[src/rtl/uart_rx_pkg.sv]
// rtl/uart_rx_pkg.sv - shared UART receive types, link constants and register addresses
package uart_rx_pkg;

  // Link settings shared with the transmitter
  localparam int UART_CLK_FREQ  = 50_000_000;
  localparam int UART_BAUD_RATE = 115_200;

  // Memory-mapped locations decoded by data_mem
  localparam logic [31:0] UART_RX_DATA_ADDR = 32'h0000_1004;
  localparam logic [31:0] UART_RX_STAT_ADDR = 32'h0000_1008;

  // Receiver FSM states
  typedef enum logic [1:0] {
    RX_IDLE  = 2'd0,
    RX_START = 2'd1,
    RX_DATA  = 2'd2,
    RX_STOP  = 2'd3
  } rx_state_e;

endpackage

[src/rtl/uart_rx_if.sv]
// rtl/uart_rx_if.sv - serial line plus memory-mapped read port of the UART receiver
interface uart_rx_if;
  logic       rx;
  logic       rd_en;
  logic       err_clr;
  logic [7:0] rd_data;
  logic       rx_valid;
  logic       frame_err;
  logic       overrun;

  // Bus side (data_mem / line driver)
  modport master (
    output rx, rd_en, err_clr,
    input  rd_data, rx_valid, frame_err, overrun
  );

  // Receiver side
  modport slave (
    input  rx, rd_en, err_clr,
    output rd_data, rx_valid, frame_err, overrun
  );
endinterface

[src/rtl/uart_rx_fifo.sv]
// rtl/uart_rx_fifo.sv - first-word fall-through receive buffer
module uart_rx_fifo #(
  parameter int WIDTH = 8,
  parameter int DEPTH = 4
) (
  input  logic             clk,
  input  logic             rst,
  input  logic             push,
  input  logic [WIDTH-1:0] push_data,
  input  logic             pop,
  output logic [WIDTH-1:0] head,
  output logic             empty,
  output logic             full
);

  localparam int AW = $clog2(DEPTH);
  localparam logic [AW:0] CNT_ONE  = (AW+1)'(1);
  localparam logic [AW:0] CNT_FULL = (AW+1)'(DEPTH);

  logic [WIDTH-1:0] mem_q [DEPTH];
  logic [AW-1:0]    wr_ptr_q;
  logic [AW-1:0]    rd_ptr_q;
  logic [AW:0]      count_q;
  logic             do_push;
  logic             do_pop;

  assign empty   = (count_q == '0);
  assign full    = (count_q == CNT_FULL);
  // A pop on a full buffer frees the slot, so the same-cycle push still lands
  assign do_pop  = pop && !empty;
  assign do_push = push && (!full || do_pop);
  assign head    = empty ? '0 : mem_q[rd_ptr_q];

  // Storage array; contents are don't-care until the count covers them
  always_ff @(posedge clk) begin
    if (do_push) begin
      mem_q[wr_ptr_q] <= push_data;
    end
  end

  // Pointers and occupancy; pointers wrap naturally at the power-of-two depth
  always_ff @(posedge clk) begin
    if (rst) begin
      wr_ptr_q <= '0;
      rd_ptr_q <= '0;
      count_q  <= '0;
    end else begin
      if (do_push) wr_ptr_q <= wr_ptr_q + AW'(1);
      if (do_pop)  rd_ptr_q <= rd_ptr_q + AW'(1);
      case ({do_push, do_pop})
        2'b10:   count_q <= count_q + CNT_ONE;
        2'b01:   count_q <= count_q - CNT_ONE;
        default: count_q <= count_q;
      endcase
    end
  end

endmodule

[src/rtl/uart_rx.sv]
// rtl/uart_rx.sv - 8N1 LSB-first serial receiver with buffered memory-mapped read port
module uart_rx
  import uart_rx_pkg::*;
#(
  parameter int CLK_FREQ     = UART_CLK_FREQ,
  parameter int BAUD_RATE    = UART_BAUD_RATE,
  parameter int CLKS_PER_BIT = CLK_FREQ / BAUD_RATE,
  parameter int FIFO_DEPTH   = 4
) (
  input logic      clk,
  input logic      rst,
  uart_rx_if.slave bus
);

  localparam int CW = $clog2(CLKS_PER_BIT);
  localparam logic [CW-1:0] BAUD_FULL = CW'(CLKS_PER_BIT - 1);
  localparam logic [CW-1:0] BAUD_HALF = CW'(CLKS_PER_BIT / 2 - 1);

  rx_state_e     state_q, state_d;
  logic [CW-1:0] baud_cnt_q, baud_cnt_d;
  logic [2:0]    bit_idx_q, bit_idx_d;
  logic [7:0]    shift_q, shift_d;
  logic          rx_meta_q, rx_s_q;
  logic          frame_err_q, overrun_q;
  logic          push;
  logic          frame_set;
  logic          overrun_set;
  logic          fifo_empty;
  logic          fifo_full;

  // Two-flop synchroniser, preset to the idle-high line level
  always_ff @(posedge clk) begin
    if (rst) begin
      rx_meta_q <= 1'b1;
      rx_s_q    <= 1'b1;
    end else begin
      rx_meta_q <= bus.rx;
      rx_s_q    <= rx_meta_q;
    end
  end

  // Receiver state and datapath registers
  always_ff @(posedge clk) begin
    if (rst) begin
      state_q    <= RX_IDLE;
      baud_cnt_q <= '0;
      bit_idx_q  <= '0;
      shift_q    <= '0;
    end else begin
      state_q    <= state_d;
      baud_cnt_q <= baud_cnt_d;
      bit_idx_q  <= bit_idx_d;
      shift_q    <= shift_d;
    end
  end

  // Frame sequencing: half-bit start qualification, then mid-bit sampling
  always_comb begin
    state_d    = state_q;
    baud_cnt_d = baud_cnt_q;
    bit_idx_d  = bit_idx_q;
    shift_d    = shift_q;
    push       = 1'b0;
    frame_set  = 1'b0;
    case (state_q)
      RX_IDLE: begin
        if (!rx_s_q) begin
          state_d    = RX_START;
          baud_cnt_d = BAUD_HALF;
        end
      end
      RX_START: begin
        if (baud_cnt_q == '0) begin
          if (!rx_s_q) begin
            state_d    = RX_DATA;
            baud_cnt_d = BAUD_FULL;
            bit_idx_d  = '0;
          end else begin
            state_d = RX_IDLE;
          end
        end else begin
          baud_cnt_d = baud_cnt_q - CW'(1);
        end
      end
      RX_DATA: begin
        if (baud_cnt_q == '0) begin
          shift_d    = {rx_s_q, shift_q[7:1]};
          baud_cnt_d = BAUD_FULL;
          if (bit_idx_q == 3'd7) begin
            state_d = RX_STOP;
          end else begin
            bit_idx_d = bit_idx_q + 3'd1;
          end
        end else begin
          baud_cnt_d = baud_cnt_q - CW'(1);
        end
      end
      RX_STOP: begin
        if (baud_cnt_q == '0) begin
          // Leave immediately so a start bit right after the stop bit is caught
          state_d = RX_IDLE;
          if (rx_s_q) push = 1'b1;
          else        frame_set = 1'b1;
        end else begin
          baud_cnt_d = baud_cnt_q - CW'(1);
        end
      end
      default: state_d = RX_IDLE;
    endcase
  end

  // A full buffer only drops the byte when no pop frees a slot this cycle
  assign overrun_set = push && fifo_full && !bus.rd_en;

  // Sticky error flags; a set in the same cycle as a clear wins
  always_ff @(posedge clk) begin
    if (rst) begin
      frame_err_q <= 1'b0;
      overrun_q   <= 1'b0;
    end else begin
      if (frame_set)        frame_err_q <= 1'b1;
      else if (bus.err_clr) frame_err_q <= 1'b0;
      if (overrun_set)      overrun_q   <= 1'b1;
      else if (bus.err_clr) overrun_q   <= 1'b0;
    end
  end

  uart_rx_fifo #(
    .WIDTH (8),
    .DEPTH (FIFO_DEPTH)
  ) u_fifo (
    .clk       (clk),
    .rst       (rst),
    .push      (push),
    .push_data (shift_q),
    .pop       (bus.rd_en),
    .head      (bus.rd_data),
    .empty     (fifo_empty),
    .full      (fifo_full)
  );

  assign bus.rx_valid  = !fifo_empty;
  assign bus.frame_err = frame_err_q;
  assign bus.overrun   = overrun_q;

endmodule
[src/flat_wrapper.sv]
// flat-port wrapper written by rule: the top's interface ports become plain ports
module uart_rx_flat import uart_rx_pkg::*;
#(
  parameter int CLK_FREQ     = UART_CLK_FREQ,
  parameter int BAUD_RATE    = UART_BAUD_RATE,
  parameter int CLKS_PER_BIT = CLK_FREQ / BAUD_RATE,
  parameter int FIFO_DEPTH   = 4
)
  (clk, rst, bus_rx, bus_rd_en, bus_err_clr, bus_rd_data, bus_rx_valid, bus_frame_err, bus_overrun);
  uart_rx_if bus_i ();
  input logic clk;
  input logic rst;
  input wire logic [$bits(bus_i.rx)-1:0] bus_rx;
  input wire logic [$bits(bus_i.rd_en)-1:0] bus_rd_en;
  input wire logic [$bits(bus_i.err_clr)-1:0] bus_err_clr;
  output wire logic [$bits(bus_i.rd_data)-1:0] bus_rd_data;
  output wire logic [$bits(bus_i.rx_valid)-1:0] bus_rx_valid;
  output wire logic [$bits(bus_i.frame_err)-1:0] bus_frame_err;
  output wire logic [$bits(bus_i.overrun)-1:0] bus_overrun;
  assign bus_i.rx = bus_rx;
  assign bus_i.rd_en = bus_rd_en;
  assign bus_i.err_clr = bus_err_clr;
  assign bus_rd_data = bus_i.rd_data;
  assign bus_rx_valid = bus_i.rx_valid;
  assign bus_frame_err = bus_i.frame_err;
  assign bus_overrun = bus_i.overrun;
  uart_rx #(.CLK_FREQ(CLK_FREQ), .BAUD_RATE(BAUD_RATE), .CLKS_PER_BIT(CLKS_PER_BIT), .FIFO_DEPTH(FIFO_DEPTH)) u_core (.clk(clk), .rst(rst), .bus(bus_i));
endmodule
[config.mk]
export PLATFORM = sky130hd
export DESIGN_NAME = uart_rx_flat
export DESIGN_NICKNAME = d
export VERILOG_FILES = /design/src/rtl/uart_rx_pkg.sv /design/src/rtl/uart_rx_if.sv /design/src/rtl/uart_rx_fifo.sv /design/src/rtl/uart_rx.sv /design/src/flat_wrapper.sv
export SDC_FILE = /design/constraint.sdc
export NUM_CORES = 1
export LEC_CHECK = 0
export BUFFER_PORTS_ARGS = -buffer_cell sky130_fd_sc_hd__buf_4
export CAP_MARGIN = 20
export CORE_MARGIN = 2
export CORE_UTILIZATION = 39
export CTS_CLUSTER_SIZE = 25
export DETAILED_ROUTE_END_ITERATION = 6
export GPL_ROUTABILITY_DRIVEN = 0
export HOLD_SLACK_MARGIN = 0.15
export PLACE_DENSITY = 0.52
export SLEW_MARGIN = 20
export SYNTH_ARGS = -nofsm -noshare
export SYNTH_HDL_FRONTEND = slang
export SYNTH_HIERARCHICAL = 1
export SYNTH_SLANG_ARGS = --single-unit
export TNS_END_PERCENT = 30
[constraint.sdc]
create_clock -name clk -period 6.9 [get_ports clk]
set_input_delay 0 -clock clk [delete_from_list [all_inputs] [get_ports clk]]
set_output_delay 0 -clock clk [all_outputs]
set_load 0.05 [all_outputs]
Yosys cells after proc, flatten, opt, wreduce, memory -nomap -nowiden
Memory sizes are Yosys's and may differ from the RTL's. A register that Yosys moved wholly into a read port is not among the register bits. Index checks and enable logic that the tools add are counted. W data, S select, Z words.

Input port bits: 5. Output and inout bits: 11. Bits in registers: 33. Memories: 1. Bits in writable memories: 32.

Add/subtract/negate cells: 6. Eq/ne operators: 16. Mux-type cells: 33. Reductions and logical operators: 19.

Memory list: u_core.u_fifo.mem_q (words 4, width 8, read ports 1, clocked after Yosys merged registers in 1, wr ports 1, line uart_rx_fifo.sv:20) `logic [WIDTH-1:0] mem_q [DEPTH];`.

Operator list (number): $mux W9 (5); $pmux W9 S4 (1); $mux W2 (8); $mux W3 (4); $pmux W3 S2 (2); $mux W1 (11); $reduce_and A5 Y1 (2); $logic_not A9 Y1 (1); $sub A9 B1 Y9 const B (1); $mux W8 (1); $ne A2 B1 Y1 const B (4); $ne A2 B2 Y1 const B (4); $pmux W2 S4 (1); $reduce_bool A2 Y1 (4); $add A3 B1 Y3 const B (2); $eq A2 B2 Y1 const B (3); $eq A3 B3 Y1 const B (2); $add A2 B1 Y2 const B (2); $eq A2 B1 Y1 const B (2); $logic_and A1 B1 Y1 (4); $logic_not A1 Y1 (3); $logic_not A3 Y1 (1); $ne A3 B3 Y1 const B (1); $reduce_and A3 Y1 (1); 4 further kinds (4).

Depth between registers and ports, before layout
Gate-level depths: netlist (run 1).

Depth after elaboration: 7. Depth in mapped cells: 13. Gate-level depth less buffers: 13.

By module
The synthesis (run 1) kept the hierarchy.

Modules (own cells, without submodules): uart_rx_fifo (seq. area each 1141.1 um^2, times used 1, area an instance 1706.6 um^2, cells each 105); uart_rx (seq. area each 520.5 um^2, times used 1, area an instance 1480.2 um^2, cells each 173).

Worst setup path before layout (run 1)
Ideal clock, no wire load.

Path kind: register -> register. Start: reg u_core.baud_cnt_q[0]. End: reg u_core.u_fifo.count_q[2]. Data arrival time: 2.291 ns. Cell stages (with the launch flop): 14. Clock period less this slack: 2.361 ns. Required time: 6.830 ns. Setup time: 0.070 ns. Setup slack: 4.539 ns. Cell sequence: dfxtp_1 inv_1 ha_1 nor4b_1 nand3_1 nor2_1 a21boi_2 inv_1 ha_1 inv_1 fa_1 xor2_1 or3_1 a21oi_1.

Cells in the longest elaborated chain, start to end: 6.

RTL lines: start: declaration (line uart_rx.sv:20) `logic [CW-1:0] baud_cnt_q, baud_cnt_d;`; start signal: assignment (line uart_rx.sv:51) `baud_cnt_q <= baud_cnt_d;`; $logic_not A9 Y1 (*) (line uart_rx.sv:99) `if (baud_cnt_q == '0) begin`; $mux W1 (*) (line uart_rx.sv:99); $mux W1 (*) (line uart_rx.sv:65) `case (state_q)`; via u_core.push (line uart_rx.sv:25) `logic push;`; $logic_and A1 B1 Y1 (*) (line uart_rx_fifo.sv:31) `assign do_push = push && (!full || do_pop);`; $eq A2 B1 Y1 / $eq A2 B2 Y1 (equally long branches) (line uart_rx_fifo.sv:50) `case ({do_push, do_pop})`; $pmux W3 S2 / $reduce_bool A2 Y1 (equally long branches); end signal: assignment (line uart_rx_fifo.sv:51) `2'b10: count_q <= count_q + CNT_ONE;`; end signal: assignment (line uart_rx_fifo.sv:52) `2'b01: count_q <= count_q - CNT_ONE;`; end signal: assignment (line uart_rx_fifo.sv:53) `default: count_q <= count_q;`; end: declaration (line uart_rx_fifo.sv:23) `logic [AW:0] count_q;`.

Mark *: on every way through the listed nets, which the timed path passes. The rest lies on a longest branch. A chain may end at the register's enable or synchronous reset.

Worst setup path in the final report (run 1)
Same ends and word-level chain as after synthesis.

==> results of run 1 <==
[path summary, 6_finish.rpt]
kind | start | endpoint | slack [ns] | depth (start not counted)
min | bus_rx | u_core/rx_meta_q$_SDFF_PP1_ | 0.38 | 3
max | u_core/baud_cnt_q[0]$_SDFFE_PP0P_ | u_core/u_fifo/count_q[2]$_SDFFE_PP0P_ | 4.30 | 13
min reg2reg | u_core/rx_meta_q$_SDFF_PP1_ | u_core/rx_s_q$_SDFF_PP1_ | 0.41 | 1
max reg2reg | u_core/baud_cnt_q[0]$_SDFFE_PP0P_ | u_core/u_fifo/count_q[2]$_SDFFE_PP0P_ | 4.30 | 13
[worst max-delay path: cells and delay by family, from the launching register on]
kind,cells,cell delay [ns]
AO/OA/AOI/OAI,2,0.45
XOR/XNOR,1,0.07
adder cells (fa/ha/maj),3,0.62
buffers and inverters,3,0.24
flip-flops,1,0.35
AND/OR/NAND/NOR,4,0.81
[cell families after synthesis]
family                   synth area share (%)
buffers and inverters                   4.201
AO/OA/AOI/OAI                           11.47
multiplexers                            8.952
XOR/XNOR                               0.5498
adder cells (fa/ha/maj)                 5.732
flip-flops                              52.14
AND/OR/NAND/NOR                         16.96
[registers in the layout (all words and copies together) (netlist names), named ones only]
register / count
u_core/bus.frame_err: 1
u_core/state_q: 1
u_core/baud_cnt_q: 9
u_core/u_fifo/mem_q: 32
u_core/u_fifo/rd_ptr_q: 2
u_core/bus.overrun: 1
u_core/rx_meta_q: 1
u_core/u_fifo/count_q: 3
u_core/rx_s_q: 1
u_core/shift_q: 8
u_core/bit_idx_q: 3
u_core/u_fifo/wr_ptr_q: 2
[layout make-up]
class | instances | area [sq um]
clock buffer | 9 | 123.9
fill | 747 | 4179
tap | 102 | 127.6
inverter | 17 | 63.81
timing repair buffer | 21 | 172.7
clock inverter | 7 | 82.58
sequential | 67 | 1662
multi-input combinational | 180 | 1396
[metal layers]
| layer | part of all wire [%] | track usage [%] | vias up |
|---|---|---|---|
| met5 | 0 | 0 | - |
| met4 | 1.4 | 5.435 | 0 |
| met3 | 4.5 | 4.549 | 8 |
| met2 | 48 | 23.51 | 52 |
| met1 | 46 | 18.94 | 1007 |
| li1 | - | - | 1049 |
[power breakdown]
part | internal (mW) | total (mW) | switching (mW) | leakage, nW
clock network | 0.173 | 0.340 | 0.167 | 0.0988
logic | 0.0555 | 0.149 | 0.0938 | 0.631
registers | 0.422 | 0.440 | 0.0180 | 0.580
[layout by cell type, fill, tap and decap left out, types with 4 or more instances in the layout]
cell	count
nor2_1	24
clkbuf_8	9
nand2b_1	5
dfxtp_1	35
and2_1	5
nand2_1	11
a21oi_1	22
or3_1	9
dlygate4sd3_1	6
buf_4	15
nor3_1	4
ha_1	13
edfxtp_1	32
nor2b_1	7
mux4_2	8
o21ai_0	7
nand3_1	4
inv_1	17
or2_2	6
mux2i_1	9
[what timing repair did]
action | CTS | global route
hold buffers | 6 | 0
buffers inserted | 0 | 0
endpoints found under the hold margin | 29 | 0
[through the flow]
| stage | hold WS (ns) | total power, mW | setup slack (ns) | util (%) | cell area, sq um |
|---|---|---|---|---|---|
| after floorplan | 0.1038 | 0.5651 | 4.539 | - | 3187 |
| after global placement | 0.1872 | 0.5964 | 4.359 | 43.06 | 3362 |
| after detailed placement | 0.1915 | 0.5956 | 4.317 | 43.06 | 3362 |
| after CTS | 0.3598 | 0.9392 | 4.283 | 46.47 | 3628 |
| after global routing | 0.3856 | 0.9793 | 4.059 | 46.47 | 3628 |
| final | 0.3807 | 0.9291 | 4.296 | 46.47 | 3628 |
==> out/results.txt, run 1 <==
Initial Util = 40.82%
Max Cap Viol = 0
via count = 2116
number of global-route vias before repair = 1995
vias per std cell = 5.251
Synthesized Nets = 297
Worst Clk Skew = 0.01218 ns
DR pass1 iterations = 4
Die ar. = 8910 sq um
Seq/Total Area, Yosys = 52.14%
crit path max fanout = 7
Max-slew headroom = 40.42%
EDFF count, synth = 32
synth warn = 6
total core area = 7807 sq um
largest net degree at the start of global routing = 40
maximum VDD drop = 98.07 uV
RSZ-0062 raised after global routing = false
Post-synth ARST share = 0%
clock transition at the registers of the reported paths = 0.09 ns
top cell type's share of synthesized area = 30.15%
Layout Nets = 315
clock sinks = 67
cell area after synthesis = 3187 sq um
fin. max-slew vios = 0
half-perimeter wire length after placement = 3930 um
Routed Wire Length = 5976 um
Cell Rows = 32
synth unique cells = 54
clock buffer depth = 2
DR DRC count = 0
antenna violations before repair = 0
share of cells above drive strength 1 = 18.94%
Worst setup SP type = register
Placed Cells = 381
Final setup viols = 0
Worst Hold Class = input pin to register
count of input and output buffers = 15
Fin. Hold Viols = 0
initial DRC count = 87
Setup Crit Path Kind = register to register
WP data arrival = 2.88 ns
area delta synth->final = 13.86%
CTS buffer count = 9
Crit-path slowest cell = dfxtp_1
CTS tree = yes
clock period minus worst slack = 2.604 ns
maximum clock rate = 384.0 MHz
worst path cell trace = inv_1 -> ha_1 -> nor4b_1 -> nand3_1 -> nor2_1 -> a21boi_2 -> inv_1 -> ha_1 -> inv_1 -> fa_1 -> xor2_1 -> or3_1 -> a21oi_1
chip width = 94.40 um
Gate Count Post-Synth = 278
delay of the slowest critical-path stage = 0.35 ns
leakage power = 1.309 nW
sum of negative setup slack = 0 ns
Synth Flop Type = dfxtp_1
status = completed
most common cell in the netlist = dfxtp_1
Crit path required time = 7.17 ns
Die Height = 94.40 um
CTS root buffer = clkbuf_8
worst-skew pair later-pin latency = 0.34 ns
most frequent CP cell = inv_1
# IOs = 16
Critical Path End Type = register
antenna viol nets, final = 0
average wire per standard cell = 14.83 um
Pwr Density = 256.1 nW/um^2
ANT cells = 0
global-route wire length before repair = 9908 um
H-tree Lvls = 3
biggest area consumer among synthesized cells = edfxtp_1
Worst-Margin Slew = 0.8888 ns
quantity of gates resized following cts = 0
Synth Register Bits = 67
fin cells = 403
most frequent cells after synthesis = dfxtp_1, edfxtp_1, nor2_1
GRT Total Usage = 14.73%
largest cells by area after synthesis = edfxtp_1, dfxtp_1, mux4_2
Mean Syn Cell Area = 11.46 sq um
GRT Residual Overflow = 0
period utilisation layout = 37.74%
Note: power is estimated with default switching activity, not from simulation.
==> run 2: changes to the inputs <==
PLACE_DENSITY = 0.54   (was 0.52)
clock period = 2.1 ns   (was 6.9 ns; I/O delays follow)
==> run 2 against run 1 <==
Compared with the run above: the flow now finishes with violations (negative setup slack); worst hold slack improved by 0.0043 ns; clock power grew to 3.5 times the previous value; final area rose by 11%; cell count grew 8.7%; sequential power increased to 3.2 times the previous value; via count rose by 4.8%; maximum frequency is 23% higher; setup slack worse by 4.3 ns; critical path depth unchanged; critical path type unchanged; largest cell class unchanged.
==> out/results.txt, run 2 (same netlist as run 1, synthesis figures left out) <==
Min-Delay Startpoint = bus_rx
via count = 2217 (+4.8%)
Worst Clk Skew = 0.01263 ns (+0.0004505 ns)
Worst Hold Class = input pin to register
Layout Nets = 350 (+11%)
Register Area = 1664 sq um (+0.15%)
fin. max-slew vios = 0 (unchanged)
Cell Rows = 32 (unchanged)
area delta synth->final = 26.31%
sum of negative setup slack = -0.01607 ns (-0.01607 ns)
Die ar. = 8910 sq um (unchanged)
Final setup viols = 1 (+1)
# IOs = 16 (unchanged)
share of cells above drive strength 1 = 30.95% (+12 points)
Max-slew headroom = 69.34% (+29 points)
DR DRC count = 0 (unchanged)
Setup Crit Path Kind = register to register
total core area = 7807 sq um (unchanged)
most common cell after layout, fill and taps aside = buf_4
reg2reg setup slack = -0.02 ns (-4.31 ns)
Worst setup startpoint = u_core/baud_cnt_q[1]$_SDFFE_PP0P_
average wire per standard cell = 14.47 um (-2.4%)
Worst R2R End = u_core/u_fifo/count_q[2]$_SDFFE_PP0P_
Die Height = 94.40 um (unchanged)
Max Cap Viol = 0 (unchanged)
FF-to-FF Start = u_core/baud_cnt_q[1]$_SDFFE_PP0P_
worst slack, placed = -0.07906 ns (-4.396 ns)
initial DRC count = 81 (-6.9%)
leakage power = 1.530 nW (+17%)
antenna violations before repair = 0 (unchanged)
register with the most flip-flops = u_core/u_fifo/mem_q
clock sinks = 67 (unchanged)
CTS root buffer = clkbuf_8
Fin. Hold Viols = 0 (unchanged)
Crit path required time = 2.37 ns (-4.80 ns)
clock buffer depth = 2 (unchanged)
worst hold slack = 0.3850 ns (+0.004273 ns)
chip width = 94.40 um (unchanged)
violated checks = negative setup slack
worst path cell trace = inv_2 -> ha_4 -> nor4b_4 -> nand3_1 -> nor2_1 -> a21boi_4 -> inv_2 -> ha_4 -> inv_2 -> fa_2 -> xor2_1 -> or3_1 -> a21oi_1
CTS buffer count = 9 (unchanged)
RSZ-0062 raised after global routing = true
most frequent CP cell = inv_2
GRT Residual Overflow = 0 (unchanged)
Critical Path End Type = register
GRT Total Usage = 15.96% (+1.2 points)
multi-input combinational cell area = 1454 sq um (+4.1%)
period utilisation layout = 100.8% (+63 points)
ANT cells = 0 (unchanged)
Worst setup SP type = register
Crit-path slowest cell = dfxtp_2
antenna viol nets, final = 0 (unchanged)
clock period minus worst slack = 2.116 ns (-0.4878 ns)
WP data arrival = 2.38 ns (-0.50 ns)
Worst-Margin Slew = 0.4561 ns (-0.4328 ns)
worst reg2reg path depth = 13 (unchanged)
Routed Wire Length = 6339 um (+6.1%)
global-route wire length before repair = 10760 um (+8.6%)
worst-skew pair later-pin latency = 0.34 ns (about the same)
vias per std cell = 5.062 (-3.6%)
number of global-route vias before repair = 2186 (+9.6%)
delay of the slowest critical-path stage = 0.34 ns (about the same)
H-tree Lvls = 3 (unchanged)
biggest registers after layout = u_core/u_fifo/mem_q: 32 flops, u_core/baud_cnt_q: 9 flops, u_core/shift_q: 8 flops
largest net degree at the start of global routing = 40 (unchanged)
Filler Cells Inserted = 727 (-2.7%)
status = complete, but fails checks
slack of the critical path = -0.01607 ns (-4.312 ns)
max reg flops = 32 (unchanged)
half-perimeter wire length after placement = 4232 um (+7.7%)
DR pass1 iterations = 4 (unchanged)
Min-Delay Endpoint = u_core/rx_meta_q$_SDFF_PP1_
CTS tree = yes
Pwr Density = 818.2 nW/um^2 (+220%)
most frequent cells in the layout = buf_4, dfxtp_1, edfxtp_1
maximum VDD drop = 420.5 uV (+330%)
crit path max fanout = 2 (-5)
hold depth = 3 (unchanged)
clock transition at the registers of the reported paths = 0.08 ns (about the same)
Initial Util = 40.82% (unchanged)
count of input and output buffers = 15 (unchanged)
maximum clock rate = 472.6 MHz (+23%)
[run 2: per-layer routing]
layer	part of all wire (%)	track usage (%)	wire length, um	vias up
met3	3.2	4.230	203	6
met1	46	19.88	2928	1054
li1	-	-	-	1116
met5	0	0	0	-
met2	50	26.79	3138	41
met4	1.1	5.797	68	0
[run 2: timing repair]
action / CTS / global route
endpoints found under the hold margin: 26 / 21
pin swaps: 0 / 4
setup buffers: 0 / 0
gates resized for setup: 4 / 6
hold buffers: 6 / 1
endpoints found under the setup margin: 6 / 10
[run 2: worst max-delay path, delay by kind of cell (launching register included)]
family                     cells  cell delay [ns]
adders and majority gates      3             0.59
and+or+nand+nor                4             0.55
buffers and inverters          3             0.16
DFF                            1             0.34
xor gates and xnor gates       1             0.15
AOI/OAI and AO/OA              2             0.26
[run 2: worst max-delay path by stage]
stage	endpoint	slack, ns	cells past startpoint
final	u_core/u_fifo/count_q[2]$_SDFFE_PP0P_	-0.02	13
after global routing	u_core/u_fifo/count_q[1]$_SDFFE_PP0P_	-0.14	13
after CTS	u_core/u_fifo/count_q[2]$_SDFFE_PP0P_	-0.06	13
after detailed placement	u_core/u_fifo/count_q[2]$_SDFFE_PP0P_	-0.08	13
after global placement	u_core/u_fifo/count_q[2]$_SDFFE_PP0P_	-0.05	13
after floorplan	u_core/u_fifo/count_q[2]$_SDFFE_PP0P_	-0.09	13
[run 2: layout make-up]
type,instances,area share [%]
Timing Repair Buffer,56,12.22
Clock inverter,7,2.487
Sequential cell,67,41.34
Inverter,17,1.585
Multi-Input combinational cell,180,36.12
Clock buffer,9,3.077
Tap cell,102,3.171
[run 2: where the power goes]
part           internal [mW]  switching, mW  total [mW]
logic                  0.315          0.380       0.696
clock network          0.676          0.510        1.19
registers               1.39         0.0244        1.41
total                   2.38          0.915        3.29
[run 2: per-stage QoR]
| stage | power [mW] | util, % | cells | area (sq um) |
|---|---|---|---|---|
| floorplan | 1.862 | - | 278 | 3212 |
| finish | 3.294 | 51.55 | 438 | 4025 |
| CTS | 3.311 | 51.15 | 437 | 3994 |
| detailed placement | 2.097 | 47.28 | 415 | 3691 |
| global placement | 2.099 | 47.28 | 415 | 3691 |
| global route | 3.465 | 51.55 | 438 | 4025 |
==> run 3: changes to the inputs <==
SETUP_SLACK_MARGIN = 0.3   (was default)
==> run 3 against run 2 <==
Compared with the run above: the run still ends with negative setup slack left; worst hold slack lost 0.0060 ns; utilization grew 2.2 points; final area grew 4.3%; highest routed layer unchanged.
==> out/results.txt, run 3 (same netlist as run 1, synthesis figures left out) <==
number of global-route vias before repair = 2197 (+0.50%)
Fin. Hold Viols = 0 (unchanged)
clock buffer depth = 2 (unchanged)
Initial Util = 40.82% (unchanged)
Worst setup startpoint = u_core/baud_cnt_q[1]$_SDFFE_PP0P_
Pwr Density = 792.1 nW/um^2 (-3.2%)
initial DRC count = 78 (-3.7%)
sum of negative setup slack = -0.05645 ns (-0.04038 ns)
max reg flops = 32 (unchanged)
GRT Total Usage = 15.95% (about the same)
Critical Path End Type = register
area delta synth->final = 31.68%
leakage power = 1.604 nW (+4.8%)
fin. max-slew vios = 0 (unchanged)
Die ar. = 8910 sq um (unchanged)
Worst R2R End = u_core/u_fifo/count_q[2]$_SDFFE_PP0P_
CTS root buffer = clkbuf_8
Crit path required time = 2.37 ns (about the same)
WP data arrival = 2.41 ns (+0.03 ns)
CTS buffer count = 9 (unchanged)
Routed Wire Length = 6609 um (+4.3%)
via count = 2284 (+3.0%)
hold depth = 3 (unchanged)
total core area = 7807 sq um (unchanged)
Cell Rows = 32 (unchanged)
RSZ-0062 raised after global routing = true
DR pass1 iterations = 4 (unchanged)
H-tree Lvls = 3 (unchanged)
crit path max fanout = 2 (unchanged)
clock sinks = 67 (unchanged)
Layout Nets = 359 (+2.6%)
GRT Residual Overflow = 0 (unchanged)
Crit-path slowest cell = dfxtp_2
Final setup viols = 2 (+1)
DR DRC count = 0 (unchanged)
most common cell after layout, fill and taps aside = buf_4
Worst setup SP type = register
most frequent cells in the layout = buf_4, edfxtp_1, dfxtp_1
Worst Clk Skew = 0.01285 ns (+0.0002262 ns)
Worst Hold Class = input pin to register
Setup Crit Path Kind = register to register
FF-to-FF Start = u_core/baud_cnt_q[1]$_SDFFE_PP0P_
# IOs = 16 (unchanged)
slack of the critical path = -0.03711 ns (-0.02104 ns)
delay of the slowest critical-path stage = 0.34 ns (about the same)
Filler Cells Inserted = 703 (-3.3%)
global-route wire length before repair = 10750 um (about the same)
Die Height = 94.40 um (unchanged)
chip width = 94.40 um (unchanged)
count of input and output buffers = 15 (unchanged)
Core Util, Final = 53.75% (+2.2 points)
worst path cell trace = inv_2 -> ha_4 -> nor4b_4 -> nand3_1 -> nor2_1 -> a21boi_4 -> inv_2 -> ha_4 -> inv_2 -> fa_2 -> xor2_1 -> or3_1 -> a21oi_1
register with the most flip-flops = u_core/u_fifo/mem_q
CTS tree = yes
largest net degree at the start of global routing = 40 (unchanged)
Min-Delay Endpoint = u_core/rx_meta_q$_SDFF_PP1_
Min-Delay Startpoint = bus_rx
ANT cells = 0 (unchanged)
Max-slew headroom = 72.75% (+3.4 points)
biggest registers after layout = u_core/u_fifo/mem_q: 32 flops, u_core/baud_cnt_q: 9 flops, u_core/shift_q: 8 flops
maximum VDD drop = 428.8 uV (+2.0%)
Placed Instance Area = 3709 sq um (+0.47%)
average wire per standard cell = 14.79 um (+2.2%)
vias per std cell = 5.110 (+0.95%)
worst reg2reg path depth = 13 (unchanged)
maximum clock rate = 467.9 MHz (-0.98%)
Worst-Margin Slew = 0.4082 ns (-0.04784 ns)
Final Cell Area = 4197 sq um (+4.3%)
share of cells above drive strength 1 = 38.55% (+7.6 points)
period utilisation layout = 101.8% (+1.0 points)
Max Cap Viol = 0 (unchanged)
antenna viol nets, final = 0 (unchanged)
reg2reg setup slack = -0.04 ns (-0.02 ns)
most frequent CP cell = inv_2
worst-skew pair later-pin latency = 0.34 ns (about the same)
clock period minus worst slack = 2.137 ns (+0.02104 ns)
half-perimeter wire length after placement = 4295 um (+1.5%)
clock transition at the registers of the reported paths = 0.08 ns (about the same)
antenna violations before repair = 0 (unchanged)
violated checks = negative setup slack
status = complete, but fails checks
==> run 3: cell types whose count changed in the layout (fill, tap and decap cells not counted), moves of 4 or more <==
cell,delta
buf_4,+5
and2_4,+4
buf_6,+5
and2_1,-4
==> run 3: metrics by stage <==
| step | instances | total power, mW | hold slack [ns] | setup slack [ns] |
|---|---|---|---|---|
| finish | 447 | 3.324 | 0.3790 | -0.03711 |
| global route | 447 | 3.482 | 0.3808 | -0.1892 |
| CTS | 440 | 3.251 | 0.07554 | -0.04349 |
| detailed placement | 413 | 2.087 | 0.1878 | -0.08313 |
| global placement | 413 | 2.087 | 0.1840 | -0.03241 |
| floorplan | 278 | 1.863 | 0.1038 | -0.04433 |
==> run 3: area by class of cell <==
type / count / area, sq um / share of cell area (%)
sequential: 67 / 1667 / 39.71
multi-input combinational: 180 / 1553 / 37.00
timing repair buffer: 65 / 585.6 / 13.95
tap: 102 / 127.6 / 3.041
clock buffer: 9 / 123.9 / 2.952
clock inverter: 7 / 76.32 / 1.819
inverter: 17 / 63.81 / 1.521
==> run 3: how the worst max path moves through the flow <==
stage | cells past startpoint | endpoint | slack, ns
after floorplan | 13 | u_core/u_fifo/count_q[2]$_SDFFE_PP0P_ | -0.04
after global placement | 13 | u_core/u_fifo/count_q[2]$_SDFFE_PP0P_ | -0.03
after detailed placement | 13 | u_core/u_fifo/count_q[2]$_SDFFE_PP0P_ | -0.08
after CTS | 13 | u_core/u_fifo/count_q[2]$_SDFFE_PP0P_ | -0.04
after global routing | 13 | u_core/u_fifo/count_q[2]$_SDFFE_PP0P_ | -0.19
final | 13 | u_core/u_fifo/count_q[2]$_SDFFE_PP0P_ | -0.04
==> run 3: worst max-delay path: cells and delay by family (launching register included) <==
family / cells / cell delay [ns]
flops: 1 / 0.34
xor+xnor: 1 / 0.15
fa+ha+maj: 3 / 0.60
buf+inv: 3 / 0.15
compound gates: 2 / 0.26
simple gates: 4 / 0.56
==> run 3: power by group <==
part,switching (mW),total (mW),internal [mW]
combinational,0.439,0.831,0.392
clock,0.526,1.08,0.554
sequential,0.0268,1.41,1.39
==> run 3: per-layer routing <==
layer	vias to the layer above	part of all wire, %	global-route usage [%]
met2	33	50	27.44
met1	1104	45	19.27
met5	-	0	0
li1	1135	-	-
met4	0	1.4	5.918
met3	12	3.1	4.150
==> run 3: what timing repair did <==
action | in CTS | in global routing
pin swaps | 6 | 17
setup endpoints to repair | 50 | 65
buffers inserted | 7 | 6
endpoints found under the hold margin | 26 | 21
gates resized for setup | 13 | 25
hold buffers | 4 | 1
